$ cat src/rtl/onehot_scan_decoder.sv
// Registered one-hot select decoder with direct-load and scan modes; 1-clock command-to-output latency.
// No backpressure: commands are sampled every enabled cycle, ENABLE=0 freezes state and blanks SEL_OUT.
module onehot_scan_decoder #(
  parameter int SEL_WIDTH = 2,
  parameter int NUM_OUT   = 4,
  parameter bit WRAP      = 1'b0
) (
  input  logic                 CLK,
  input  logic                 RESET,
  input  logic                 ENABLE,
  input  logic                 LOAD,
  input  logic [SEL_WIDTH-1:0] VAL_IN,
  input  logic                 START,
  input  logic                 STEP,
  input  logic                 CLEAR,
  output logic [NUM_OUT-1:0]   SEL_OUT,
  output logic [SEL_WIDTH-1:0] INDEX_OUT,
  output logic                 BUSY,
  output logic                 DONE,
  output logic                 RANGE_ERR
);

  typedef enum logic {IDLE, SCAN} state_t;

  localparam logic [SEL_WIDTH:0]   NUM_OUT_L = (SEL_WIDTH+1)'(NUM_OUT);
  localparam logic [SEL_WIDTH-1:0] LAST_IDX  = SEL_WIDTH'(NUM_OUT - 1);

  state_t                 state_q, state_d;
  logic [SEL_WIDTH-1:0]   idx_q, idx_d;
  logic                   valid_q, valid_d;
  logic                   done_d, rerr_d;
  logic [NUM_OUT-1:0]     sel_q, sel_d;
  logic                   busy_q, done_q, rerr_q;

  always_comb begin
    state_d = state_q;
    idx_d   = idx_q;
    valid_d = valid_q;
    done_d  = 1'b0;
    rerr_d  = 1'b0;
    if (ENABLE) begin
      if (CLEAR) begin
        valid_d = 1'b0;
        state_d = IDLE;
      end else if (START) begin
        idx_d   = '0;
        valid_d = 1'b1;
        state_d = SCAN;
      end else begin
        case (state_q)
          IDLE: begin
            if (LOAD) begin
              if ({1'b0, VAL_IN} < NUM_OUT_L) begin
                idx_d   = VAL_IN;
                valid_d = 1'b1;
              end else begin
                rerr_d = 1'b1;
              end
            end
          end
          SCAN: begin
            if (STEP) begin
              if (idx_q == LAST_IDX) begin
                done_d = 1'b1;
                if (WRAP) begin
                  idx_d = '0;
                end else begin
                  valid_d = 1'b0;
                  state_d = IDLE;
                end
              end else begin
                idx_d = idx_q + 1'b1;
              end
            end
          end
          default: state_d = IDLE;
        endcase
      end
    end
  end

  // Decode by comparison so out-of-range index values can never light a line.
  always_comb begin
    sel_d = '0;
    for (int i = 0; i < NUM_OUT; i++) begin
      sel_d[i] = ENABLE && valid_d && (idx_d == SEL_WIDTH'(i));
    end
  end

  always_ff @(posedge CLK or posedge RESET) begin
    if (RESET) begin
      state_q <= IDLE;
      idx_q   <= '0;
      valid_q <= 1'b0;
      sel_q   <= '0;
      busy_q  <= 1'b0;
      done_q  <= 1'b0;
      rerr_q  <= 1'b0;
    end else begin
      state_q <= state_d;
      idx_q   <= idx_d;
      valid_q <= valid_d;
      sel_q   <= sel_d;
      busy_q  <= (state_d == SCAN);
      done_q  <= done_d;
      rerr_q  <= rerr_d;
    end
  end

  assign SEL_OUT   = sel_q;
  assign INDEX_OUT = idx_q;
  assign BUSY      = busy_q;
  assign DONE      = done_q;
  assign RANGE_ERR = rerr_q;

endmodule

$ cat config.mk
export PLATFORM = sky130hd
export DESIGN_NAME = onehot_scan_decoder
export DESIGN_NICKNAME = d
export VERILOG_FILES = /design/src/rtl/onehot_scan_decoder.sv
export SDC_FILE = /design/constraint.sdc
export NUM_CORES = 1
export LEC_CHECK = 0
export CELL_PAD_IN_SITES_DETAIL_PLACEMENT = 1
export CELL_PAD_IN_SITES_GLOBAL_PLACEMENT = 2
export CORE_MARGIN = 2
export CORE_UTILIZATION = 24
export DETAILED_ROUTE_END_ITERATION = 16
export MAX_ROUTING_LAYER = met4
export PLACE_DENSITY_LB_ADDON = 0.1
export SETUP_SLACK_MARGIN = 0.02
export SLEW_MARGIN = 40
export SYNTH_ARGS = -nofsm -noshare
export SYNTH_HDL_FRONTEND = slang
export SYNTH_SLANG_ARGS = --single-unit
$ cat constraint.sdc
create_clock -name CLK -period 3.2 [get_ports CLK]
set_input_delay 0.32 -clock CLK [delete_from_list [all_inputs] [get_ports CLK]]
set_output_delay 0.32 -clock CLK [all_outputs]
set_load 0.01 [all_outputs]
Word-level counts from Yosys, hierarchy flattened
Index checks and enable logic that the tools add are counted.
{"block": "word_totals", "reg_bits": 9, "latchBits": 0, "ramBits": 0, "romBits": 0, "in_bits": 9, "output_inout_bits": 9, "n_memories": 0}
{"block": "op_classes", "n_addsub": 1, "n_mul": 0, "div": 0, "n_lt_le_gt_ge": 0, "eq_ne": 4, "shift": 0, "n_mux": 25, "n_bitwise": 1, "reduce_logical": 6}
{"operator": "1-bit 2-to-1 mux", "count": 17}
{"operator": "2-bit 2-to-1 mux", "count": 6}
{"operator": "2-bit == test (second input constant)", "count": 3}
{"operator": "1-bit logical AND", "count": 5}
{"operator": "2-bit case mux with 2 select lines", "count": 1}
{"operator": "2-bit by 1-bit adder with 2-bit output (second input constant)", "count": 1}
{"operator": "2-bit by 1-bit == test with 1-bit output (second input constant)", "count": 1}
{"operator": "2-bit logical NOT", "count": 1}
{"operator": "1-bit case mux with 2 select lines", "count": 1}
{"operator": "1-bit NOT", "count": 1}

Depth between registers and ports, before layout
{"block": "logic_depth", "word_depth": 9, "ltp_mapped": 5}

Worst setup path before layout
Ideal clock, no wire load.
{"block": "synth_timing", "path_type": "register to register", "from": "reg, netlist name BUSY", "to": "reg sel_q[3] (netlist: SEL_OUT[3])", "arrival_ps": 1591, "t_required_ps": 3114, "slack_ps": 1523, "stages_incl_launch_ff": 5, "n_path_buf": 0, "period_less_slack_ps": 1677, "cell_sequence": "dfrtp_1 -> or2b_2 -> mux2i_1 -> or4_4 -> nor3_1"}
{"element": "to (signal assigned)", "line": "103", "rtl": "sel_q <= sel_d;"}
{"element": "to (decl)", "line": "32", "rtl": "logic [NUM_OUT-1:0] sel_q, sel_d;"}

Final worst setup path
{"block": "layout_timing", "from": "in LOAD", "to": "reg sel_q[3] (netlist: SEL_OUT[3])"}
{"block": "layout_between", "elab_chain_len": 7, "word_cells_on_any_way": 13}
{"element": "from (decl)", "line": "11", "rtl": "input logic LOAD,"}
{"element": "2-bit 2-to-1 mux / 1-bit 2-to-1 mux (equally long branches)", "line": "52", "rtl": "if (LOAD) begin"}
{"element": "2-bit case mux with 2 select lines / 1-bit case mux with 2 select lines (equally long branches)", "line": "50", "rtl": "case (state_q)"}
{"element": "2-bit 2-to-1 mux / 1-bit 2-to-1 mux (equally long branches)", "line": "45", "rtl": "end else if (START) begin"}
{"element": "2-bit 2-to-1 mux / 1-bit 2-to-1 mux (equally long branches)", "line": "42", "rtl": "if (CLEAR) begin"}
{"element": "2-bit 2-to-1 mux / 1-bit 2-to-1 mux (equally long branches)", "line": "41", "rtl": "if (ENABLE) begin"}
{"element": "2-bit == test / 1-bit logical AND (equally long branches)", "line": "86", "rtl": "sel_d[i] = ENABLE && valid_d && (idx_d == SEL_WIDTH'(i));"}
{"element": "1-bit logical AND *", "line": "86"}
{"element": "via sel_d[3]", "line": "32"}
Mark *: on every way through the listed nets, which the timed path passes. The rest lies on a longest branch.
A chain may end at the register's enable or synchronous reset.

==> results_dict.tcl <==
set metrics [dict create \
    grt-ovfl-total 0 \
    num_vias 382 \
    syn_avg_cell_area_um2 9.98 \
    multiInputGateArea_um2 175 \
    setup_tns_ps 0 \
    hp-class "input pin to async pin" \
    die_h_um 45.8 \
    numCtsBuffers 3 \
    cts_num_sinks 9 \
    final-max-slew-violation-count 0 \
    clkPwrFrac_pct 29.7 \
    pre_cts_slack_ps 1070 \
    fin_ws_ps 1320 \
    grt_pass1_vias 409 \
    dieWidth_um 45.8 \
    antenna_cells 0 \
    ys_async_sr_fraction_pct 100 \
    start_util_pct 24.8 \
    crit_slowest_cell "or4_4" \
    regArea_um2 225 \
    clkTransAtPathRegs_ps 60 \
    firstDrtPassIters 3 \
    syn_nets 51 \
    ios 18 \
    finalNetCount 71 \
    startpoint_type "input pin" \
    rsz0062_at_grt "no" \
    synth-compound-area-share_pct 11.9 \
    drt-initial-drc-count 2 \
    synthTopCellsByCount "dfrtp_1, nor2_1, nor3_1, o21ai_0, inv_1" \
    synth_cell_type_count 22 \
    fillCellCount 196 \
    seq_power_share_pct 48.1 \
    syn-instance-count 42 \
    end_kind "register" \
    path_cells "clkdlybuf4s50_1, or2b_2, mux2i_1, or4_4, nor3_1" \
    synth_area_leaders "dfrtp_1, nor3_1, o21ai_0" \
    drive_gt1_share_pct 11.5 \
    fmax_mhz 533 \
    worstSetupPathType "input pin to register" \
    ys_ff_latch 9 \
    antenna_left 0 \
    areaGrowthSynthToFinish_pct 47.8 \
    wl_um 970 \
    synth_most_common_cell "dfrtp_1" \
    min_period_ps 1880 \
    row_count 15 \
    critical_path_required_ps 3350 \
    syn_area_um2 419 \
    ys.flop_type "dfrtp_1" \
    sw_frac_of_total_pct 26.1 \
    reg2reg_from "BUSY" \
    ys_seq_area_share_pct 53.7 \
    worst_skew_pair.late_latency_ps 250 \
    cts_tree "done" \
    yosys.area_share.simple_pct 26.6 \
    antenna_found_initial 0 \
    combPwrFrac_pct 22.1 \
    synthMuxAreaShare_pct 2.39 \
    status "finished, final reports clean" \
    yosys.area.top_type "dfrtp_1" \
    dp_hpwl_um 805 \
    fin_skew_ps 5.61 \
    crit_start "LOAD" \
    finalHoldViolCount 0 \
    root_buffer "clkbuf_4" \
    gp_congestion 0.764 \
    finalCritPeriodShare_pct 58.6 \
    synth_edf_count 0 \
    slowest_delay_ps 530 \
    synth_adder_area_share_pct 0 \
    p_leak_nw 0.284 \
    port_buffers 16 \
    p_sw_w 0.0000722 \
    grt_pass1_wl_um 1770 \
    setup-violations-final 0 \
    cap_violations 0 \
    critPathArrivalTime_ps 2030 \
    grt_usage_pct 12.6 \
    dieArea_um2 2100 \
    grt_max_degree 10 \
    holdBufCountCts 0 \
    cts.htree.levels 1 \
    power_density_nw_per_um2 447 \
    vdd_drop_max_mv 0.0996 \
    cp_max_fo 3 \
    synthXorXnorAreaFrac_pct 0 \
    placeableCoreArea_um2 1690 \
    cts_setup_buffers 0 \
    cts_resized 0 \
    worst_pin_slew_ps 587 \
    p_int_w 0.000204 \
    synth_top_area_share_pct 53.7 \
    clk_path_buf_depth 2 \
    viasPerCell 4.90 \
    max_slew_margin_pct 60.5 \
    ys_warn_count 0 \
    avgRoutedWirePerCell_um 12.4 \
    drc_errors 0 \
    synth_top_family_by_area "simple AND/OR/NAND/NOR gates" \
]
-- power by group through the flow --
stage | combinational, W | sequential [W] | clock [W]
2_1_floorplan | 0.0000263 | 0.000136 | 0
3_3_place_gp | 0.0000612 | 0.000135 | 0
3_5_place_dp | 0.0000623 | 0.000135 | 0
4_1_cts | 0.0000623 | 0.000133 | 0.0000854
5_1_grt | 0.0000682 | 0.000136 | 0.0000947
6_report | 0.0000613 | 0.000133 | 0.0000823
-- area by class of cell --
cell class	instances	area share (%)
clock buffers	4	4.24
inverters	3	1.82
flip-flops and latches	9	36.4
repair buffers	16	25.9
well taps	17	3.43
multi-input cells	29	28.3
-- worst max-delay path, delay by kind of cell --
| family | cells | cell delay (ps) |
|---|---|---|
| buffers and inverters | 1 | 500 |
| AND/OR/NAND/NOR | 3 | 1070 |
| multiplexers | 1 | 140 |
-- state kept, by name, indices dropped and copies added (netlist names) --
name / flops
BUSY: 1
DONE: 1
INDEX_OUT: 2
SEL_OUT: 4
valid_q: 1
-- kinds of logic after synthesis --
| logic type | after synthesis |
|---|---|
| multiplexers | 1 |
| flip-flops | 9 |
| AO/OA/AOI/OAI | 8 |
| buffers and inverters | 4 |
| other | 1 |
| AND/OR/NAND/NOR | 19 |
-- layer usage --
layer,vias up,track usage (%),part of all wire [%]
li1,182,-,-
met1,188,14.4,45
met2,12,20.6,52
met3,0,2.38,2.9
met4,0,6.86,0
met5,-,-,0
-- final timing paths --
check	to	slack [ps]	depth (start not counted)
max reg2reg	SEL_OUT[3]	1420	4
min	DONE	330	2
min reg2reg	INDEX_OUT[0]	560	2
max in group asynchronous	SEL_OUT[0]	2610	2
min in group CLK	INDEX_OUT[0]	560	2
max	SEL_OUT[3]	1320	5
-- stage by stage --
stage	util, %	power, W	cells	hold WS (ps)	area [um^2]
after floorplan	-	0.000162	42	148	419
after detailed placement	35.1	0.000197	74	550	593
after CTS	36.7	0.000281	78	348	619
after global placement	35.1	0.000196	74	557	593
final	36.7	0.000277	78	334	619
after global routing	36.7	0.000298	78	371	619
-- cells in the final DEF (no fill, tap or decap) --
master and instances:
a21oi_1 1, mux2i_1 1, clkbuf_4 3, or2b_2 1
nor2_1 4, clkdlybuf4s50_1 16, inv_1 3, and4b_2 1
dfrtp_1 9, a21o_2 1, o31ai_1 1, conb_1 1
nand2_1 2, nor2b_1 1, nor3b_1 1, or4_4 1
nor4_1 1, and3_1 1, nand2b_1 1, a22o_1 1
nor3_1 4, o21ai_0 4, clkbuf_1 1, nand3_1 1
No activity file was read; power rests on OpenSTA's default activity.
